--- src/rtl/chiptune_pkg.sv ---
// Shared constants for the chiptune pulse synthesiser: duty patterns,
// length-counter lookup and register offsets within a channel.
package chiptune_pkg;

    // Duty patterns; bit 7 is sequencer step 0, bit 0 is step 7.
    localparam logic [7:0] DUTY_TABLE [4] = '{
        8'b0100_0000,
        8'b0110_0000,
        8'b0111_1000,
        8'b1001_1111
    };

    // NES APU length-counter load values, indexed by wr_data[7:3].
    localparam logic [7:0] LENGTH_TABLE [32] = '{
        8'd10,  8'd254, 8'd20,  8'd2,   8'd40,  8'd4,   8'd80,  8'd6,
        8'd160, 8'd8,   8'd60,  8'd10,  8'd14,  8'd12,  8'd26,  8'd14,
        8'd12,  8'd16,  8'd24,  8'd18,  8'd48,  8'd20,  8'd96,  8'd22,
        8'd192, 8'd24,  8'd72,  8'd26,  8'd16,  8'd28,  8'd32,  8'd30
    };

    // Register offsets within a channel.
    localparam logic [1:0] OFS_CTRL = 2'd0;
    localparam logic [1:0] OFS_LO   = 2'd1;
    localparam logic [1:0] OFS_HI   = 2'd2;
    localparam logic [1:0] OFS_EN   = 2'd3;

endpackage

--- src/rtl/pulse_channel.sv ---
// One pulse voice: control registers, period timer, 8-step duty sequencer,
// volume envelope, length counter and the resulting 4-bit output level.
module pulse_channel
    import chiptune_pkg::*;
(
    input  logic       clk,
    input  logic       rst_n,
    input  logic       tick_240hz,
    input  logic       tick_120hz,
    input  logic       wr_en,
    input  logic [1:0] wr_ofs,
    input  logic [7:0] wr_data,
    output logic [3:0] level,
    output logic       active
);

    logic [1:0]  duty;
    logic        halt;
    logic        cnst;
    logic [3:0]  vol;
    logic [10:0] period;
    logic        enable;
    logic [10:0] timer;
    logic [2:0]  step;
    logic [7:0]  length;
    logic        env_start;
    logic [3:0]  env_div;
    logic [3:0]  decay;

    logic wr_ctrl;
    logic wr_lo;
    logic wr_hi;
    logic wr_enr;

    assign wr_ctrl = wr_en && (wr_ofs == OFS_CTRL);
    assign wr_lo   = wr_en && (wr_ofs == OFS_LO);
    assign wr_hi   = wr_en && (wr_ofs == OFS_HI);
    assign wr_enr  = wr_en && (wr_ofs == OFS_EN);
    assign active  = (length != 8'd0);

    // Software-visible control registers.
    always_ff @(posedge clk) begin
        if (!rst_n) begin
            duty   <= 2'd0;
            halt   <= 1'b0;
            cnst   <= 1'b0;
            vol    <= 4'd0;
            period <= 11'd0;
            enable <= 1'b0;
        end else begin
            if (wr_ctrl) begin
                duty <= wr_data[7:6];
                halt <= wr_data[5];
                cnst <= wr_data[4];
                vol  <= wr_data[3:0];
            end
            if (wr_lo)  period[7:0]  <= wr_data;
            if (wr_hi)  period[10:8] <= wr_data[2:0];
            if (wr_enr) enable       <= wr_data[0];
        end
    end

    // Period timer; each expiry advances the sequencer, a high write restarts it at step 0.
    always_ff @(posedge clk) begin
        if (!rst_n) begin
            timer <= 11'd0;
            step  <= 3'd0;
        end else begin
            if (timer == 11'd0) begin
                timer <= period;
                step  <= step + 3'd1;
            end else begin
                timer <= timer - 11'd1;
            end
            if (wr_hi) step <= 3'd0;
        end
    end

    // Envelope: a high write arms a restart that the next 240 Hz tick performs.
    always_ff @(posedge clk) begin
        if (!rst_n) begin
            env_start <= 1'b0;
            env_div   <= 4'd0;
            decay     <= 4'd0;
        end else begin
            if (tick_240hz) begin
                if (env_start) begin
                    env_start <= 1'b0;
                    decay     <= 4'd15;
                    env_div   <= vol;
                end else if (env_div == 4'd0) begin
                    env_div <= vol;
                    if (decay != 4'd0) decay <= decay - 4'd1;
                    else if (halt)     decay <= 4'd15;
                end else begin
                    env_div <= env_div - 4'd1;
                end
            end
            if (wr_hi) env_start <= 1'b1;
        end
    end

    // Length counter: disable clears it, a load beats a same-cycle 120 Hz decrement.
    always_ff @(posedge clk) begin
        if (!rst_n) begin
            length <= 8'd0;
        end else if (wr_enr && !wr_data[0]) begin
            length <= 8'd0;
        end else if (wr_hi && enable) begin
            length <= LENGTH_TABLE[wr_data[7:3]];
        end else if (tick_120hz && (length != 8'd0) && !halt) begin
            length <= length - 8'd1;
        end
    end

    // Output level; periods below 8 are ultrasonic and stay silent.
    always_comb begin
        level = 4'd0;
        if (DUTY_TABLE[duty][3'd7 - step] && (length != 8'd0) &&
            (period >= 11'd8) && enable) begin
            level = cnst ? vol : decay;
        end
    end

endmodule

--- src/rtl/chiptune_poly.sv ---
// Polyphonic pulse synthesiser top: decodes register writes to NCH channels,
// sums their levels into a registered mix and renders the mix as PWM.
module chiptune_poly
    import chiptune_pkg::*;
#(
    parameter int NCH  = 2,
    parameter int MIXW = 4 + $clog2(NCH)
) (
    input  logic                    clk,
    input  logic                    rst_n,
    input  logic                    tick_240hz,
    input  logic                    tick_120hz,
    input  logic                    wr_en,
    input  logic [$clog2(NCH)+1:0]  wr_addr,
    input  logic [7:0]              wr_data,
    output logic                    pwm,
    output logic [MIXW-1:0]         mix,
    output logic [NCH-1:0]          active
);

    localparam int CHW = $clog2(NCH);

    logic [3:0]      level [NCH];
    logic [MIXW-1:0] mix_sum;
    logic [MIXW-1:0] pwm_cnt;
    logic [MIXW-1:0] pwm_duty;
    logic [MIXW-1:0] duty_next;

    // Channel numbers without an instance simply match no select line.
    for (genvar i = 0; i < NCH; i++) begin : g_ch
        logic ch_wr;
        if (NCH > 1) begin : g_sel
            assign ch_wr = wr_en && (wr_addr[CHW+1:2] == CHW'(i));
        end else begin : g_one
            assign ch_wr = wr_en;
        end

        pulse_channel u_ch (
            .clk        (clk),
            .rst_n      (rst_n),
            .tick_240hz (tick_240hz),
            .tick_120hz (tick_120hz),
            .wr_en      (ch_wr),
            .wr_ofs     (wr_addr[1:0]),
            .wr_data    (wr_data),
            .level      (level[i]),
            .active     (active[i])
        );
    end

    // Unsigned sum of channel levels; MIXW leaves headroom for 15 * NCH.
    always_comb begin
        mix_sum = '0;
        for (int i = 0; i < NCH; i++) begin
            mix_sum = mix_sum + MIXW'(level[i]);
        end
    end

    // Duty is only replaced at counter zero so a PWM period never changes mid-way.
    always_comb begin
        duty_next = (pwm_cnt == '0) ? mix : pwm_duty;
    end

    // Mixer output register and PWM counter / comparator.
    always_ff @(posedge clk) begin
        if (!rst_n) begin
            mix      <= '0;
            pwm_cnt  <= '0;
            pwm_duty <= '0;
            pwm      <= 1'b0;
        end else begin
            mix      <= mix_sum;
            pwm_cnt  <= pwm_cnt + MIXW'(1);
            pwm_duty <= duty_next;
            pwm      <= (pwm_cnt < duty_next);
        end
    end

endmodule
--- config.mk ---
export PLATFORM = sky130hd
export DESIGN_NAME = chiptune_poly
export DESIGN_NICKNAME = d
export VERILOG_FILES = /design/src/rtl/chiptune_pkg.sv /design/src/rtl/pulse_channel.sv /design/src/rtl/chiptune_poly.sv
export SDC_FILE = /design/constraint.sdc
export NUM_CORES = 1
export LEC_CHECK = 0
export ABC_AREA = 1
export CORE_MARGIN = 2
export CORE_UTILIZATION = 36
export DETAILED_ROUTE_END_ITERATION = 10
export HOLD_SLACK_MARGIN = 0.06
export PLACE_DENSITY_LB_ADDON = 0.25
export SLEW_MARGIN = 20
export SYNTH_ARGS = -nofsm -noshare
export SYNTH_HDL_FRONTEND = slang
export SYNTH_SLANG_ARGS = --single-unit
--- constraint.sdc ---
create_clock -name clk -period 2.75 [get_ports clk]
set_clock_uncertainty 0.15 [all_clocks]
set_input_delay 0.825 -clock clk [delete_from_list [all_inputs] [get_ports clk]]
set_output_delay 0.825 -clock clk [all_outputs]
set_load 0.1 [all_outputs]
==> results of run 1 <==
## placed cells by master (no fill, tap or decap), types with 4 or more instances in the layout
cell               n
nand4_1           13
dfxtp_1          118
o211ai_1           5
clkbuf_16         17
buf_4             29
nor3_1            17
nand2_2            4
xnor2_1            5
clkdlybuf4s50_1   14
nor2_2             5
xor2_1            13
nand3_1           74
bufinv_16          4
o21ai_0           80
clkinvlp_4         5
a21oi_1           74
inv_1            116
o21ai_1            4
ha_1              29
nor2_1           127
mux2i_1            4
inv_2              4
nand2_1          176
a31oi_1            4
## critical path, cell delays in order (launching register included)
cell	delay, ps
dfxtp_1	320
inv_1	140
ha_4	160
nand2_1	100
nor2_1	130
inv_1	100
buf_4	150
buf_12	160
## power breakdown
part	internal [mW]	switching (mW)	leakage, nW	total (mW)
clock network	1.56	0.813	0.294	2.37
logic	1.04	1.77	2.22	2.81
registers	2.01	0.226	0.964	2.24
total	4.61	2.81	3.48	7.42
## through the flow
stage | utilization [%] | power [mW]
after global placement | 40.0 | 5.05
after CTS | 43.7 | 7.47
after detailed placement | 40.0 | 5.07
after floorplan | - | 4.45
after global routing | 43.8 | 8.03
final | 43.8 | 7.42
## cell families (layout without fill, tap and decap cells)
group                      Yosys count  count (layout)  synth area share, %
AOI/OAI and AO/OA                  176             176                 14.6
xor gates and xnor gates            18              18                 2.49
adders and majority gates           31              31                 6.24
buffers and inverters              149             202                 9.48
DFF                                118             118                 37.3
muxes                                4               4                0.632
and+or+nand+nor                    428             428                 29.3
## area by class of cell
cell class / instances / area, µm²
sequential: 118 / 2360
multi-input combinational: 657 / 3390
tap: 225 / 282
clock inverter: 12 / 176
fill: 1749 / 9690
inverter: 123 / 462
clock buffer: 20 / 457
timing repair buffer: 47 / 423
## flip-flops by register name, summed over array words and instances, names as in the netlist
register             cells
g_ch.u_ch.cnst           2
g_ch.u_ch.decay          8
g_ch.u_ch.duty           4
g_ch.u_ch.enable         2
g_ch.u_ch.env_div        8
g_ch.u_ch.env_start      2
g_ch.u_ch.halt           2
g_ch.u_ch.length        16
g_ch.u_ch.period        22
g_ch.u_ch.step           6
g_ch.u_ch.timer         22
g_ch.u_ch.vol            8
mix                      5
pwm                      1
pwm_cnt                  5
pwm_duty                 5
## per-layer routing
metal	global-route usage, %	up-vias
met3	3.63	22
met2	27.8	88
met1	23.2	2588
li1	-	3089
met5	0	-
met4	7.75	0
## timing repair
| item | 4_1_cts | 5_1_grt |
|---|---|---|
| endpoints found under the hold margin | 0 | 0 |
| setup endpoints to repair | 0 | 2 |
| resized for setup | 0 | 2 |
## path summary, 6_finish.rpt
check,startpoint,to,slack (ps),depth (start not counted)
worst max register to register,g_ch[0].u_ch.length[0],mix[4],240,13
worst min register to register,g_ch[0].u_ch.timer[0],g_ch[0].u_ch.timer[0],280,1
worst max-delay path,g_ch[0].u_ch.length[0],active[0],100,7
worst min-delay path,g_ch[0].u_ch.timer[0],g_ch[0].u_ch.timer[0],280,1
==> run summary, run 1 <==
======================================================================================
Pre-Repair DR Iteration Count                                                        5
Clock tree from TritonCTS                                                        built
Sort of element at the end of the critical path                             output pin
Via count of the first global-routing pass                                        5386
Post-synthesis register bit count                                                  118
Synth cell count leaders                                                  176 x nand2_1, 127 x nor2_1, 118 x dfxtp_1
Share of cells above drive strength 1                                            9.11%
Number of design rule violations left after detail routing                           0
Cell count after synthesis                                                         924
Critical Path Source Type                                                    flip-flop
Clk pin slew, worst setup/hold paths                                             50 ps
Proportion of synthesized flip-flops having asynchronous set or reset               0%
Setup repair after global routing missed its margin                              false
IO Pins                                                                             24
Library cell with the highest instance count after synthesis                   nand2_1
Total length of routed wires                                                  15200 µm
Number of antenna violations at the first check in global routing                    0
CP Data Arrival Time                                                           1680 ps
DRT iter0 DRCs                                                                     443
Number of setup violations in the final report                                       0
Achievable clock frequency                                                   0.377 GHz
Via density                                                                       4.81
Data required, critical path                                                   1780 ps
Initial Util                                                                     36.8%
Transition time at the pin with the least slew margin                           509 ps
Vertical die dimension                                                          137 µm
Main area contributors after synthesis                                    dfxtp_1 37%, nand2_1 10%, nor2_1 7.5%, inv_1 6.9%, o21ai_0 6.3%
Buffer type at the clock tree root                                           clkbuf_16
Global-route wire length before repair                                        25700 µm
Maximum VDD drop                                                               1060 µV
Post-synthesis instance area                                                  6340 µm²
Final period demand of the worst path                                          2650 ps
Remaining global-route overflow                                                      0
Fin cells                                                                         1202
CP Class                                                                  flip-flop to output pin
Leakage Power                                                                  3.48 nW
Dominant register cell in the synthesized netlist                              dfxtp_1
Die outline area                                                             18700 µm²
Worst slew margin                                                                65.8%
Pin count of the biggest net entering global routing                                31
Final Cycle Share                                                                96.5%
Total global routing track utilization                                           17.6%
Final setup margin                                                             95.6 ps
Total instance count after detailed placement                                     1170
Synthesized net count                                                              971
Wirelength per Cell                                                            12.6 µm
Source-to-sink clock delay at the later pin of the worst-skew pair              430 ps
Number of enable flip-flop cells after synthesis                                     0
Mean instance size in the synthesized netlist                                 6.86 µm²
Routed via count                                                                  5787
Top layer in use                                                                  met4
TritonCTS sink count                                                               118
Post-CTS Hold Buffers                                                                0
Overall die width                                                               137 µm
Met1 wire length                                                               7650 µm
Total of warnings raised by yosys                                                    0
Longest Clk Path Bufs                                                                2
Portion of the post-synthesis area used by sequential elements                   37.3%
Global placement routability congestion                                          0.842
Placed inst area                                                              6900 µm²
Signed area change from the synthesized netlist to the final layout              19.1%
Placement Rows                                                                      48
Area of the core region                                                      17200 µm²
Count of port buffers added during placement                                        23
Number of H-tree branching levels                                                    4
Number of distinct standard cells referenced by the synthesized netlist             42
Final net count                                                                   1011
Minimum setup slack after placement                                             104 ps
Final Instance Area                                                           7550 µm²
Min-Delay Path Class                                                      flip-flop to flip-flop
Number of antenna cells inserted                                                     0
Ratio of total power to cell area                                           984 nW/µm²
Post-detail-place hpwl                                                        11300 µm
Detail Route met3 WL                                                            431 µm
Antenna-violating nets left                                                          0
Number of buffers inserted by post-CTS setup repair                                  0
Number of CTS-inserted buffers                                                      17
Crit Path Max Fanout                                                                 3
Met2 routed wirelength                                                         6820 µm
Sum of negative setup slack                                                       0 ps
Run status                                                                   completed
Yosys top cell area share                                                        37.3%
Hold violation count in the final report                                             0
Number of pins exceeding their max-slew limit in the final report                    0
Worst hold margin                                                               281 ps
Count of maximum capacitance violations                                              0
Synth area leader                                                              dfxtp_1
======================================================================================
No activity file was read; power rests on OpenSTA's default activity.
==> run 2, diff against run 1 <==
--- a/config.mk
+++ b/config.mk
@@ -8,9 +8,10 @@
 export ABC_AREA = 1
 export CORE_MARGIN = 2
 export CORE_UTILIZATION = 36
+export CTS_CLUSTER_SIZE = 24
 export DETAILED_ROUTE_END_ITERATION = 10
 export HOLD_SLACK_MARGIN = 0.06
-export PLACE_DENSITY_LB_ADDON = 0.25
+export PLACE_DENSITY = 0.54
 export SLEW_MARGIN = 20
 export SYNTH_ARGS = -nofsm -noshare
 export SYNTH_HDL_FRONTEND = slang
==> run 2 against run 1 <==
Against the previous run:
- power down 1.6%
- non-clock buffer count fell by 1
- utilization is 0.26 points lower
- combinational power barely moved
- die area unchanged
- sequential share of layout area up 0.19 points
- critical endpoint is now active[1]
- via count up 0.21%
- largest power group unchanged
- flip-flop and latch count unchanged
- first-iteration DRC count shrank 19%
==> run summary, run 2 (synthesis results as in run 1) <==
==================================================================================
Seq pwr share                                                                30.7%
Pre-Repair DR Iteration Count                                                    5
Final period demand of the worst path                                      2610 ps
Transition time at the pin with the least slew margin                       485 ps
Die outline area                                                         18700 µm²
Number of antenna cells inserted                                                 0
Reg-to-reg endpoint                                                         mix[4]
DRT iter0 DRCs                                                                 361
Min-Delay Path Class                                                  flip-flop to flip-flop
Area of the core region                                                  17200 µm²
Remaining global-route overflow                                                  0
Proportion of power drawn by the clock network                               30.6%
Clock tree from TritonCTS                                                    built
Routed via count                                                              5799
Sum of negative setup slack                                                   0 ps
Signed area change from the synthesized netlist to the final layout          18.4%
Achievable clock frequency                                               0.383 GHz
Minimum setup slack after placement                                         106 ps
Sort of element at the end of the critical path                         output pin
Via density                                                                   4.84
Leakage Power                                                              3.48 nW
Maximum VDD drop                                                            935 µV
Ratio of total power to cell area                                       974 nW/µm²
Final net count                                                               1010
Net switching power figure                                                 2.81 mW
Source-to-sink clock delay at the later pin of the worst-skew pair          420 ps
Total length of routed wires                                              15900 µm
Run status                                                               completed
Global placement routability congestion                                      0.866
Leading cell type in the layout, fill and taps excluded                    nand2_1
Longest Clk Path Bufs                                                            2
Data required, critical path                                               1780 ps
Setup slack of the worst register-to-register path                          200 ps
Hold Crit Endpoint                                                    g_ch[0].u_ch.timer[0]
Design Power                                                               7.31 mW
Antenna-violating nets left                                                      0
Vertical die dimension                                                      137 µm
Number of H-tree branching levels                                                4
Global-route wire length before repair                                    26600 µm
Final setup margin                                                          136 ps
Post-detail-place hpwl                                                    11600 µm
Hold violation count in the final report                                         0
Number of design rule violations left after detail routing                       0
Final Cycle Share                                                            95.0%
Worst slew margin                                                            67.5%
Crit Path Max Fanout                                                             4
Via count of the first global-routing pass                                    5321
R2r worst-path depth                                                            13
Post-CTS Hold Buffers                                                            0
Critical Path Source Type                                                flip-flop
Wirelength per Cell                                                        13.2 µm
TritonCTS sink count                                                           118
Initial Util                                                                 36.8%
Pin count of the biggest net entering global routing                            72
Fraction of power spent switching nets                                       38.5%
Number of antenna violations at the first check in global routing                0
R2R Path Start                                                        g_ch[0].u_ch.length[0]
Buffer type at the clock tree root                                       clkbuf_16
IO Pins                                                                         24
Clk pin slew, worst setup/hold paths                                         60 ps
CP Class                                                              flip-flop to output pin
Overall die width                                                           137 µm
Largest registers                                                     g_ch.u_ch.period x22, g_ch.u_ch.timer x22, g_ch.u_ch.length x16
Combinational Power Share                                                    38.7%
Number of pins exceeding their max-slew limit in the final report                0
Count of port buffers added during placement                                    23
Number of CTS-inserted buffers                                                  17
Count of maximum capacitance violations                                          0
Cell depth of the worst hold path                                                1
CTS-repair resized insts                                                         0
Number of setup violations in the final report                                   0
Top library cells by usage in the layout, fill and taps aside         175 x nand2_1, 125 x nor2_1, 118 x dfxtp_1
Placement Rows                                                                  48
Cell Int Power                                                             4.49 mW
Source of the worst hold timing path                                  g_ch[0].u_ch.timer[0]
CP Data Arrival Time                                                       1640 ps
Share of cells above drive strength 1                                        9.24%
Total global routing track utilization                                       18.2%
Number of buffers inserted by post-CTS setup repair                              0
==================================================================================
run 2: cell types whose count changed in the layout (fill, tap and decap cells not counted), sizes merged:
cell / previous run / this run
clkinvlp: 5 / 1
clkinv: 6 / 10
buf: 33 / 32
bufinv: 4 / 3
clkbuf: 20 / 19
run 2: power by group through the flow:
stage               registers, mW  clock network [mW]  logic (mW)
global placement             2.28                   0        2.80
CTS                          2.24                2.29        2.82
global route                 2.29                2.35        3.27
finish                       2.25                2.23        2.83
detailed placement           2.28                   0        2.80
floorplan                    2.23                   0        2.22
run 2: worst max-delay path by stage:
stage	endpoint	depth (start not counted)	startpoint
after floorplan	mix[4]	13	g_ch[0].u_ch.length[0]
after global placement	g_ch[1].u_ch.length[7]	9	wr_data[4]
after detailed placement	g_ch[0].u_ch.length[7]	9	wr_data[4]
after CTS	active[1]	6	g_ch[1].u_ch.length[0]
after global routing	mix[4]	13	g_ch[0].u_ch.length[0]
final	active[1]	6	g_ch[1].u_ch.length[0]
run 2: layer usage:
layer / track usage, % / share of wire (%)
met5: 0 / 0
met4: 5.32 / 1.1
met3: 4.67 / 3.8
met2: 27.8 / 44
met1: 25.3 / 51
run 2: worst max-delay path, cell delays in order, from the launching register on:
cell     delay, ps
dfxtp_1        310
inv_1          110
ha_1           230
nand2_1        120
nor2_2         160
inv_1          110
buf_12         180
run 2: through the flow:
step	cells	hold WS [ps]	instance area [µm²]	util [%]
detailed placement	1169	274	6910	40.1
finish	1199	280	7500	43.5
global route	1199	308	7500	43.5
floorplan	924	256	6340	-
global placement	1169	268	6910	40.1
CTS	1199	282	7490	43.5
run 2: cell type report:
| class | count | area [µm²] |
|---|---|---|
| multi-input combinational | 657 | 3380 |
| timing repair buffer | 46 | 428 |
| clock buffer | 19 | 453 |
| sequential | 118 | 2360 |
| clock inverter | 11 | 133 |
| inverter | 123 | 462 |
| tap | 225 | 282 |
| fill | 1788 | 9730 |
==> run 3, diff against run 2 <==
--- a/config.mk
+++ b/config.mk
@@ -10,6 +10,7 @@
 export CORE_UTILIZATION = 36
 export CTS_CLUSTER_SIZE = 24
 export DETAILED_ROUTE_END_ITERATION = 10
+export GPL_ROUTABILITY_DRIVEN = 1
 export HOLD_SLACK_MARGIN = 0.06
 export PLACE_DENSITY = 0.54
 export SLEW_MARGIN = 20
==> results of run 3 <==
Same layout as run 2: the final DEF is identical, and so are final timing and power.
